### src/rtl/alu_arbiter.sv
// Purpose: round-robin arbiter sharing one combinational ALU between NREQ requesters.
// Latency: request granted in cycle N returns its result from the response slot in cycle N+1.
// Backpressure: while the slot owner holds rsp_ready low, every req_ready stays low.
//
// Ports:
//   i_clk, i_rst_n          clock, asynchronous active-low reset
//   i_req_*/o_req_ready     per-requester operation request (slice k of each packed bus)
//   o_rsp_*/i_rsp_ready     one-entry response slot, o_rsp_valid one-hot on the owner
//   o_alu_*/i_alu_*         drive to and result from the shared combinational ALU
`timescale 1ns/1ps
module alu_arbiter #(
  parameter int NREQ = 2
) (
  input  logic                 i_clk,
  input  logic                 i_rst_n,
  input  logic [NREQ-1:0]      i_req_valid,
  output logic [NREQ-1:0]      o_req_ready,
  input  logic [NREQ*4-1:0]    i_req_opcode,
  input  logic [NREQ*32-1:0]   i_req_wordA,
  input  logic [NREQ*32-1:0]   i_req_wordB,
  input  logic [NREQ*5-1:0]    i_req_shamt,
  output logic [NREQ-1:0]      o_rsp_valid,
  input  logic [NREQ-1:0]      i_rsp_ready,
  output logic [31:0]          o_rsp_result,
  output logic                 o_rsp_equal,
  output logic                 o_rsp_notequal,
  output logic [3:0]           o_alu_opcode,
  output logic [31:0]          o_alu_wordA,
  output logic [31:0]          o_alu_wordB,
  output logic [4:0]           o_alu_shamt,
  input  logic [31:0]          i_alu_output,
  input  logic                 i_alu_flag_equal,
  input  logic                 i_alu_flag_notequal
);

  localparam int PW = (NREQ > 1) ? $clog2(NREQ) : 1;

  logic [PW-1:0] ptr;
  logic          slot_full;
  logic [PW-1:0] slot_owner;
  logic [31:0]   slot_result;
  logic          slot_eq;
  logic          slot_ne;

  logic          slot_free;
  logic          gnt_any;
  logic [PW-1:0] gidx;
  logic [PW-1:0] cand;
  int            sum;

  // The slot may be drained and refilled in the same cycle, so it counts as
  // free when the owner is taking the current response.
  always_comb begin
    slot_free = ~slot_full | i_rsp_ready[slot_owner];
    gnt_any   = 1'b0;
    gidx      = '0;
    cand      = '0;
    sum       = 0;
    // Search from ptr upwards, wrapping; first valid requester wins.
    for (int i = 0; i < NREQ; i++) begin
      sum = int'(ptr) + i;
      if (sum >= NREQ) sum = sum - NREQ;
      cand = PW'(sum);
      if (slot_free && !gnt_any && i_req_valid[cand]) begin
        gnt_any = 1'b1;
        gidx    = cand;
      end
    end
  end

  always_comb begin
    o_req_ready = '0;
    if (gnt_any) o_req_ready[gidx] = 1'b1;
  end

  // Idle cycles present an all-zero operation to the ALU.
  always_comb begin
    o_alu_opcode = '0;
    o_alu_wordA  = '0;
    o_alu_wordB  = '0;
    o_alu_shamt  = '0;
    if (gnt_any) begin
      o_alu_opcode = i_req_opcode[gidx*4 +: 4];
      o_alu_wordA  = i_req_wordA[gidx*32 +: 32];
      o_alu_wordB  = i_req_wordB[gidx*32 +: 32];
      o_alu_shamt  = i_req_shamt[gidx*5 +: 5];
    end
  end

  always_ff @(posedge i_clk or negedge i_rst_n) begin
    if (!i_rst_n) begin
      ptr         <= '0;
      slot_full   <= 1'b0;
      slot_owner  <= '0;
      slot_result <= '0;
      slot_eq     <= 1'b0;
      slot_ne     <= 1'b0;
    end else if (gnt_any) begin
      slot_result <= i_alu_output;
      slot_eq     <= i_alu_flag_equal;
      slot_ne     <= i_alu_flag_notequal;
      slot_owner  <= gidx;
      slot_full   <= 1'b1;
      ptr         <= (gidx == PW'(NREQ - 1)) ? '0 : gidx + 1'b1;
    end else if (slot_full && i_rsp_ready[slot_owner]) begin
      // Drain only; data registers keep the last response.
      slot_full <= 1'b0;
    end
  end

  always_comb begin
    o_rsp_valid = '0;
    for (int k = 0; k < NREQ; k++) begin
      o_rsp_valid[k] = slot_full && (slot_owner == PW'(k));
    end
  end

  assign o_rsp_result   = slot_result;
  assign o_rsp_equal    = slot_eq;
  assign o_rsp_notequal = slot_ne;

endmodule

### config.mk
export PLATFORM = sky130hd
export DESIGN_NAME = alu_arbiter
export DESIGN_NICKNAME = d
export VERILOG_FILES = /design/src/rtl/alu_arbiter.sv
export SDC_FILE = /design/constraint.sdc
export NUM_CORES = 1
export LEC_CHECK = 0
export ABC_AREA = 0
export BUFFER_PORTS_ARGS = -buffer_cell sky130_fd_sc_hd__buf_2
export CORE_AREA = 10 10 108 110
export DETAILED_ROUTE_END_ITERATION = 6
export DIE_AREA = 0 0 118 120
export PLACE_DENSITY_LB_ADDON = 0.05
export SLEW_MARGIN = 25
export SYNTH_ARGS = -nofsm -noshare
export SYNTH_HDL_FRONTEND = slang
export SYNTH_SLANG_ARGS = --single-unit
### constraint.sdc
create_clock -name i_clk -period 1.7 [get_ports i_clk]
set_input_delay 0.255 -clock i_clk [delete_from_list [all_inputs] [get_ports i_clk]]
set_output_delay 0.255 -clock i_clk [all_outputs]
set_load 0.02 [all_outputs]
==> impl_metrics.env, run 1 <==
export IMPL_dp_hpwl_mm=11.1
export IMPL_syn_num_nets=459
export IMPL_first_pass_iters=4
export IMPL_synth_avg_cell_area_sq_um=9.90
export IMPL_grt_pass1_wl_mm=21.4
export IMPL_seq_area_frac_synth=0.343
export IMPL_netlist_instances=273
export IMPL_synth_most_common_cell="nor2_1"
export IMPL_synth_compound_area_frac=0.257
export IMPL_criticalPathCategory="reg -> out"
export IMPL_yosysTopAreaCell="dfrtp_1"
export IMPL_die_y_um=120
export IMPL_synth_top_family_by_area="compound AO/OA/AOI/OAI gates"
export IMPL_fmax_mhz=532
export IMPL_min_path_type="in -> reg"
export IMPL_drv_cap=0
export IMPL_synthMuxAreaShare=0.188
export IMPL_drt_initial_drc_count=289
export IMPL_cp_slowest_cell="dfrtp_1"
export IMPL_synth_top_area_frac=0.343
export IMPL_yosysWarnings=0
export IMPL_cp_data_arrival_time_ns=1.62
export IMPL_cts_root_buffer="clkbuf_8"
export IMPL_regArea_sq_um=926
export IMPL_grt_pass1_vias=3601
export IMPL_synth_edf_count=0
export IMPL_post_drt_wl_per_cell_um=21.7
export IMPL_status="finished with violations"
export IMPL_cts_sinks=37
export IMPL_report_final_slew_viol_count=0
export IMPL_initial_core_util=0.283
export IMPL_htree_num_levels=2
export IMPL_insertion_delay_ns=0.29
export IMPL_grt_util_all_layers=0.186
export IMPL_rsz0062_at_grt="yes"
export IMPL_synth_xor_xnor_area_share=0
export IMPL_synth_seq_cells=37
export IMPL_detail_route_antenna_nets=0
export IMPL_crit_family="buffers and inverters"
export IMPL_path_max_fanout=13
export IMPL_violations="setup timing"
export IMPL_dieWidth_um=118
export IMPL_synthTopCellsByArea="dfrtp_1, a32oi_1, mux2_4, nor2_1, clkbuf_1"
export IMPL_synth_common_cells="nor2_1, a32oi_1, dfrtp_1"
export IMPL_rows=36
export IMPL_synth_distinct_cells=23
export IMPL_cts_tree="done"
export IMPL_timing_setup_tns_ns=-10.16
export IMPL_clkSlewWorstSetupHoldPaths_ns=0.07
export IMPL_numCtsBuffers=5
export IMPL_vdd_drop_max_v=0.000601
export IMPL_grt_max_degree=52
export IMPL_regToRegSetupSlack_ns=0.03
export IMPL_clockBufferDepth=2
export IMPL_setup_violations=75
export IMPL_cp_end_kind="output pin"
export IMPL_core_sq_mm=0.00955
export IMPL_start_kind="register"
export IMPL_wirelength_mm=15.4
export IMPL_max_stage_delay_ns=0.40
export IMPL_ys_async_sr_fraction=1.00
export IMPL_leakage_nw=2.64
export IMPL_hold_viol=0
export IMPL_io_pins=297
export IMPL_vias=3646
export IMPL_yosys_most_used_dff="dfrtp_1"
export IMPL_drt_vias_per_instance=5.11
export IMPL_fin_util=0.534
export IMPL_grt_overflow=0
export IMPL_portBuffers=296
export IMPL_layout_nets=764
export IMPL_design_area_sq_mm=0.00510
export IMPL_gp_congestion=0.793
export IMPL_critPathBufInv=3
export IMPL_fin_crit_ns=1.88
export IMPL_synth_area_sq_mm=0.00270
export IMPL_finalPower_mw=5.90
export IMPL_critPathRequiredTime_ns=1.44
export IMPL_syn_to_final_growth_pct=88.7
export IMPL_nFillCells=916
export IMPL_antenna_found_initial=1
export IMPL_finClkSkew_ns=0.00399
export IMPL_synth_fa_ha_area_frac=0
export IMPL_relSlewSlack=0.706
export IMPL_worstPathCellList="mux2i_2, and2_4, buf_4, buf_12, nor2_2, buf_6"
export IMPL_dpl_instance_area_sq_mm=0.00433
export IMPL_layout_setup_ws_ns=-0.179
export IMPL_powerDensity_mw_per_mm2=1160
export IMPL_synth_simple_area_share=0.127
export IMPL_die_area_sq_mm=0.0142
export IMPL_multi_input_area_sq_mm=0.00164
export IMPL_drc=0
export IMPL_min_period_over_period=1.11
export IMPL_tightest_slew_ns=0.441
export IMPL_drive_gt1_frac=0.682
[registers in the layout (all words and copies together) (netlist names)]
name / cells
o_rsp_result: 32
o_rsp_equal: 1
o_rsp_notequal: 1
ptr: 1
slot_full: 1
slot_owner: 1
[cells by family after synthesis]
family,Yosys count
muxes,35
buffers and inverters,37
AOI/OAI and AO/OA,79
DFF,37
and+or+nand+nor,85
[metal layers]
layer | GRT usage | up-vias | routed length (um)
li1 | - | 1664 | -
met1 | 0.210 | 1747 | 5650
met2 | 0.334 | 216 | 8250
met3 | 0.0595 | 19 | 1340
met4 | 0.0417 | 0 | 205
met5 | 0 | - | 0
[stage by stage]
step | cells | hold slack (ns) | setup slack [ns]
after floorplan | 273 | -0.0406 | 0.00191
after global placement | 680 | 0.214 | 0.0593
after detailed placement | 680 | 0.230 | 0.0310
after CTS | 700 | 0.180 | -0.186
after global routing | 713 | 0.172 | -0.245
final | 713 | 0.190 | -0.179
[placed cells by master (no fill, tap or decap), types with 2 or more instances in the layout]
cell type  Yosys  final
a32oi_1       73     65
a32oi_2        0      8
buf_12         3      9
buf_16         0      4
buf_2          8    238
buf_4          0     68
buf_6          4      9
clkbuf_16      0      5
clkbuf_8       0      6
dfrtp_1       37     37
mux2_2         4      2
mux2_4        30     32
nand2_1        2      2
nand2b_1       4      3
nor2_1        75     70
nor2_2         0      5
[worst paths after layout]
path | start | depth (start not counted) | endpoint
setup / recovery | slot_owner | 6 | o_alu_wordB[17]
hold / removal | i_alu_flag_notequal | 2 | o_rsp_notequal
setup reg to reg | slot_owner | 7 | o_rsp_result[6]
hold reg to reg | o_rsp_result[12] | 1 | o_rsp_result[12]
max in group asynchronous | i_rst_n | 3 | o_rsp_result[8]
min in group asynchronous | i_rst_n | 2 | o_rsp_result[28]
[final cells by class]
type	instances	share of cell area
diodes	1	0.000491
clock buffers	7	0.0169
clock inverters	1	0.00589
multi-input cells	199	0.322
flip-flops and latches	37	0.182
well taps	133	0.0326
repair buffers	335	0.440
[power breakdown]
group	switching (mW)	internal, mW	total, mW	leakage [nW]
Clock	0.301	0.478	0.780	0.0585
Combinational	2.04	1.82	3.86	2.16
Sequential	0.140	1.12	1.26	0.429
Total	2.48	3.42	5.90	2.64
[repair_timing]
action                                  CTS  global route
pin swaps                                 1             4
endpoints found under the setup margin   75            76
gates cloned                              4             7
hold buffers                              1             0
setup buffers                             7             6
resized for setup                        52            41
hold endpoints to repair                 17             0
Power figures use the tool's default switching activity.
==> run 2, diff against run 1 <==
--- a/config.mk
+++ b/config.mk
@@ -7,9 +7,9 @@
 export LEC_CHECK = 0
 export ABC_AREA = 0
 export BUFFER_PORTS_ARGS = -buffer_cell sky130_fd_sc_hd__buf_2
-export CORE_AREA = 10 10 108 110
+export CORE_AREA = 10 10 106 108
 export DETAILED_ROUTE_END_ITERATION = 6
-export DIE_AREA = 0 0 118 120
+export DIE_AREA = 0 0 116 118
 export PLACE_DENSITY_LB_ADDON = 0.05
 export SLEW_MARGIN = 25
 export SYNTH_ARGS = -nofsm -noshare
==> constraint.sdc (replaced) <==
create_clock -name i_clk -period 1.6 [get_ports i_clk]
set_input_delay 0.24 -clock i_clk [delete_from_list [all_inputs] [get_ports i_clk]]
set_output_delay 0.24 -clock i_clk [all_outputs]
set_load 0.02 [all_outputs]
==> run 2 against run 1 <==
The run still ends with setup timing left. Sequential share of layout area is 1.9 points lower. Sequential power is 6% higher. Worst setup slack worse by 0.15 ns. Critical endpoint is now o_alu_wordA[3]. Routed wire length is 3.4% higher. Die area is 3.3% lower. Total power is 19% higher. Worst hold slack worse by 0.0089 ns. Design area is 12% higher. Global-route usage is 0.54 points higher.
==> impl_metrics.env, run 2 (synthesis gave the netlist of run 1 again) <==
export IMPL_status="finished with violations"
export IMPL_violations="setup timing"
export IMPL_fmax_mhz=519
export IMPL_layout_nets=775
export IMPL_setup_violations=80
export IMPL_dpl_instance_area_sq_mm=0.00440
export IMPL_dieWidth_um=116
export IMPL_drt_initial_drc_count=347
export IMPL_cp_data_arrival_time_ns=1.69
export IMPL_dp_hpwl_mm=11.3
export IMPL_fin_util=0.625
export IMPL_intPower_mw=4.14
export IMPL_holdPathStages=2
export IMPL_criticalPathCategory="reg -> out"
export IMPL_switching_power_mw=2.88
export IMPL_r2r_end="o_rsp_result[27]"
export IMPL_vias=3689
export IMPL_drv_cap=0
export IMPL_grt_util_all_layers=0.191
export IMPL_clockBufferDepth=2
export IMPL_path_max_fanout=7
export IMPL_first_pass_iters=4
export IMPL_drive_gt1_frac=0.775
export IMPL_crit_reg2reg_launch="slot_owner"
export IMPL_tightest_slew_ns=0.463
export IMPL_worstPathCellList="mux2i_4, and2_4, buf_6, clkbuf_16, nor2_2, buf_6"
export IMPL_clkSlewWorstSetupHoldPaths_ns=0.08
export IMPL_wirelength_mm=16.0
export IMPL_max_stage_delay_ns=0.42
export IMPL_min_period_over_period=1.20
export IMPL_hold_viol=0
export IMPL_clkPwrFrac=0.136
export IMPL_min_path_type="in -> reg"
export IMPL_portBuffers=296
export IMPL_design_area_sq_mm=0.00569
export IMPL_insertion_delay_ns=0.28
export IMPL_start_kind="register"
export IMPL_min_from="i_alu_output[19]"
export IMPL_die_y_um=118
export IMPL_fin_crit_ns=1.93
export IMPL_final_common_cell="buf_2"
export IMPL_critPathMostFrequentCell="buf_6"
export IMPL_critPathRequiredTime_ns=1.36
export IMPL_rsz0062_at_grt="yes"
export IMPL_mostFrequentLayoutCells="buf_2, a32oi_1, buf_6"
export IMPL_cp_end_kind="output pin"
export IMPL_layout_setup_ws_ns=-0.327
export IMPL_detail_route_antenna_nets=0
export IMPL_post_drt_wl_per_cell_um=22.7
export IMPL_antenna_found_initial=4
export IMPL_worst_r2r_cell_count=6
export IMPL_report_final_slew_viol_count=0
export IMPL_nFillCells=787
export IMPL_switching_share=0.410
export IMPL_numCtsBuffers=5
export IMPL_cts_sinks=37
export IMPL_largest_reg_flops=32
export IMPL_die_area_sq_mm=0.0137
export IMPL_gp_congestion=0.820
export IMPL_cts_tree="done"
export IMPL_syn_to_final_growth_pct=111
export IMPL_relSlewSlack=0.692
export IMPL_htree_num_levels=2
export IMPL_regToRegSetupSlack_ns=-0.01
export IMPL_core_sq_mm=0.00911
export IMPL_cts_root_buffer="clkbuf_8"
export IMPL_rows=35
export IMPL_grt_pass1_vias=3729
export IMPL_holdWs_ns=0.181
export IMPL_initial_core_util=0.297
export IMPL_finalPower_mw=7.02
export IMPL_finClkSkew_ns=0.00537
export IMPL_setup_worst_path_start="slot_owner"
export IMPL_leakage_nw=2.80
export IMPL_vdd_drop_max_v=0.000631
export IMPL_drc=0
export IMPL_io_pins=297
export IMPL_pwr_share_seq=0.191
export IMPL_combPwrFrac=0.672
export IMPL_grt_pass1_wl_mm=20.9
export IMPL_grt_max_degree=54
export IMPL_grt_overflow=0
export IMPL_powerDensity_mw_per_mm2=1230
export IMPL_holdPathEnd="o_rsp_result[19]"
export IMPL_cp_slowest_cell="dfrtp_1"
export IMPL_drt_vias_per_instance=5.25
[run 2: worst max-delay path: cells and delay by family, from the launching register on]
kind,cells,cell delay [ns]
buf+inv,3,0.44
flops,1,0.42
mux,1,0.20
simple gates,2,0.34
[run 2: routing by layer]
layer / up-vias / share of wire / track usage
li1: 1697 / - / -
met1: 1732 / 0.36 / 0.199
met2: 222 / 0.51 / 0.356
met3: 32 / 0.10 / 0.0652
met4: 6 / 0.022 / 0.0368
met5: - / 0.0029 / 0
[run 2: what timing repair did]
action / CTS / global route
pin swaps: 2 / 14
buffers inserted: 10 / 5
cloned: 3 / 12
endpoints found under the hold margin: 22 / 0
setup endpoints to repair: 75 / 110
hold buffers: 1 / 0
resized for setup: 109 / 78
[run 2: final cells by class]
| cell class | instances | area, sq um | area share |
|---|---|---|---|
| repair buffers | 345 | 2560 | 0.450 |
| clock buffers | 5 | 68.8 | 0.0121 |
| multi-input cells | 200 | 1930 | 0.339 |
| diodes | 1 | 2.50 | 0.000440 |
| clock inverters | 3 | 65.1 | 0.0114 |
| well taps | 111 | 139 | 0.0244 |
| flip-flops and latches | 37 | 926 | 0.163 |
[run 2: metrics by stage]
stage | std cells | worst slack, ns | setup TNS (ns)
3_5_place_dp | 663 | -0.0480 | -1.99
4_1_cts | 685 | -0.296 | -21.39
6_report | 702 | -0.327 | -20.58
5_1_grt | 702 | -0.406 | -28.02
2_1_floorplan | 273 | -0.0831 | -2.57
3_3_place_gp | 663 | -0.0120 | -0.0155
[run 2: power by group through the flow]
stage | Clock [mW] | Combinational [mW] | Sequential [mW]
after detailed placement | 0 | 3.46 | 1.35
after CTS | 0.980 | 4.04 | 1.34
after floorplan | 0 | 1.90 | 1.65
after global placement | 0 | 3.44 | 1.34
final | 0.957 | 4.72 | 1.34
after global routing | 1.03 | 4.97 | 1.38
[run 2: worst max path at each step]
stage	end	slack, ns	depth (start not counted)
5_1_grt	o_alu_shamt[3]	-0.41	7
4_1_cts	o_alu_wordA[23]	-0.30	6
2_1_floorplan	o_alu_opcode[0]	-0.08	6
6_report	o_alu_wordA[3]	-0.33	6
3_3_place_gp	o_alu_opcode[1]	-0.01	5
3_5_place_dp	o_alu_wordA[12]	-0.05	5
==> run 3, diff against run 2 <==
--- a/config.mk
+++ b/config.mk
@@ -11,6 +11,7 @@
 export DETAILED_ROUTE_END_ITERATION = 6
 export DIE_AREA = 0 0 116 118
 export PLACE_DENSITY_LB_ADDON = 0.05
+export REMOVE_ABC_BUFFERS = 1
 export SLEW_MARGIN = 25
 export SYNTH_ARGS = -nofsm -noshare
 export SYNTH_HDL_FRONTEND = slang
==> run 3 against run 2 <==
Die area unchanged. Total power shrank 17%. Global-route usage rose by 0.52 points. Critical path type unchanged. First-iteration DRC count decreased by 41%. The flow still finishes with violations (setup timing). Utilization shrank 9.4 points. Combinational power decreased by 19%. Clock power is 32% lower. Design area fell by 15%. Critical path depth unchanged. Sequential power about the same.
==> impl_metrics.env, run 3 (synthesis gave the netlist of run 1 again) <==
export IMPL_path_max_fanout=8
export IMPL_largest_reg_flops=32
export IMPL_cp_depth=6
export IMPL_worst_r2r_cell_count=6
export IMPL_gp_congestion=0.768
export IMPL_report_final_slew_viol_count=0
export IMPL_max_stage_delay_ns=0.42
export IMPL_wirelength_mm=15.2
export IMPL_first_pass_iters=4
export IMPL_clkSlewWorstSetupHoldPaths_ns=0.07
export IMPL_criticalPathCategory="reg -> out"
export IMPL_crit_end="o_alu_wordA[9]"
export IMPL_relSlewSlack=0.688
export IMPL_vias=3473
export IMPL_design_area_sq_mm=0.00483
export IMPL_switching_power_mw=2.53
export IMPL_post_drt_wl_per_cell_um=22.3
export IMPL_finClkSkew_ns=0.00401
export IMPL_vdd_drop_max_v=0.000634
export IMPL_portBuffers=296
export IMPL_grt_pass1_wl_mm=21.1
export IMPL_drv_cap=0
export IMPL_rows=35
export IMPL_dpl_instance_area_sq_mm=0.00429
export IMPL_dp_cells=658
export IMPL_fin_util=0.531
export IMPL_setup_worst_path_start="ptr"
export IMPL_drt_initial_drc_count=206
export IMPL_die_area_sq_mm=0.0137
export IMPL_leakage_nw=2.54
export IMPL_io_pins=297
export IMPL_final_common_cell="buf_2"
export IMPL_grt_util_all_layers=0.196
export IMPL_crit_reg2reg_launch="slot_owner"
export IMPL_drive_gt1_frac=0.657
export IMPL_grt_overflow=0
export IMPL_critPathBufInv=3
export IMPL_regToRegSetupSlack_ns=-0.06
export IMPL_pwr_share_seq=0.232
export IMPL_detail_route_antenna_nets=0
export IMPL_cp_slowest_cell="dfrtp_1"
export IMPL_cp_data_arrival_time_ns=1.59
export IMPL_min_path_type="in -> reg"
export IMPL_core_sq_mm=0.00911
export IMPL_cts_root_buffer="clkbuf_8"
export IMPL_min_period_over_period=1.14
export IMPL_violations="setup timing"
export IMPL_rsz0062_at_grt="yes"
export IMPL_die_y_um=118
export IMPL_clkPwrFrac=0.112
export IMPL_insertion_delay_ns=0.28
export IMPL_dp_hpwl_mm=11.4
export IMPL_layout_setup_ws_ns=-0.230
export IMPL_antenna_found_initial=1
export IMPL_initial_core_util=0.297
export IMPL_cts_sinks=37
export IMPL_status="finished with violations"
export IMPL_dieWidth_um=116
export IMPL_drc=0
export IMPL_intPower_mw=3.29
export IMPL_cts_tree="done"
export IMPL_syn_to_final_growth_pct=78.8
export IMPL_tightest_slew_ns=0.468
export IMPL_fin_crit_ns=1.83
export IMPL_powerDensity_mw_per_mm2=1200
export IMPL_grt_max_degree=55
export IMPL_numCtsBuffers=5
export IMPL_crit_family="buffers and inverters"
export IMPL_setup_violations=100
export IMPL_fin_cells=680
export IMPL_drt_vias_per_instance=5.11
export IMPL_pre_cts_ws_ns=0.0140
export IMPL_mostFrequentLayoutCells="buf_2, nor2_1, buf_4"
export IMPL_worstPathCellList="a21boi_4, buf_6, buf_12, a32oi_1, nor2_1, buf_4"
export IMPL_start_kind="register"
export IMPL_layout_nets=754
export IMPL_nFillCells=881
export IMPL_r2r_end="o_rsp_result[5]"
export IMPL_clockBufferDepth=2
export IMPL_finalPower_mw=5.82
export IMPL_switching_share=0.435
export IMPL_grt_pass1_vias=3632
export IMPL_fmax_mhz=546
export IMPL_hold_viol=0
export IMPL_cp_end_kind="output pin"
export IMPL_critPathRequiredTime_ns=1.36
export IMPL_combPwrFrac=0.656
export IMPL_htree_num_levels=2
==> run 3: repair_timing <==
item                                    in CTS  in global routing
endpoints found under the setup margin      75                 87
endpoints found under the hold margin       19                  0
pin swaps                                    2                  5
gates cloned                                 2                  5
hold buffers                                 1                  0
gates resized for setup                     46                 36
setup buffers                                2                  6
==> run 3: worst register-to-register path: cells and delay by family (launching register included) <==
family | cells | cell delay (ns)
mux | 2 | 0.46
buf+inv | 3 | 0.44
flops | 1 | 0.40
compound gates | 1 | 0.25
==> run 3: layout make-up <==
type	count	area, sq um	share of cell area
Clock buffer	7	86.3	0.0179
Timing Repair Buffer	325	2090	0.432
Tap cell	111	139	0.0287
Multi-Input combinational cell	199	1590	0.330
Sequential cell	37	926	0.192
Antenna cell	1	2.50	0.000518
==> run 3: power by group through the flow <==
stage | combinational, mW | sequential [mW] | clock [mW]
6_report | 3.82 | 1.35 | 0.651
5_1_grt | 4.04 | 1.38 | 0.730
4_1_cts | 3.57 | 1.35 | 0.669
3_5_place_dp | 3.31 | 1.36 | 0
3_3_place_gp | 3.27 | 1.36 | 0
2_1_floorplan | 1.63 | 1.65 | 0
==> run 3: per-stage QoR <==
| stage | setup TNS, ns | hold slack, ns |
|---|---|---|
| after floorplan | -91.84 | -0.0556 |
| after global placement | 0 | 0.222 |
| after detailed placement | 0 | 0.229 |
| after CTS | -17.05 | 0.173 |
| after global routing | -23.73 | 0.169 |
| final | -16.35 | 0.185 |
==> run 3: worst min-delay path by stage <==
stage	end	slack (ns)	cells past startpoint	start
floorplan	o_rsp_equal	-0.06	0	i_rst_n
global placement	o_rsp_result[31]	0.22	1	i_rst_n
detailed placement	o_rsp_result[16]	0.23	1	i_rst_n
CTS	o_rsp_result[18]	0.17	2	i_alu_output[18]
global route	o_rsp_result[18]	0.17	2	i_alu_output[18]
finish	o_rsp_result[21]	0.19	2	i_alu_output[21]
==> run 3: routing by layer <==
layer | share of wire | up-vias | wire length [um] | GRT usage
li1 | - | 1641 | - | -
met1 | 0.36 | 1640 | 5450 | 0.207
met2 | 0.54 | 183 | 8180 | 0.368
met3 | 0.092 | 9 | 1390 | 0.0601
met4 | 0.0092 | 0 | 140 | 0.0360
met5 | 0 | - | 0 | 0
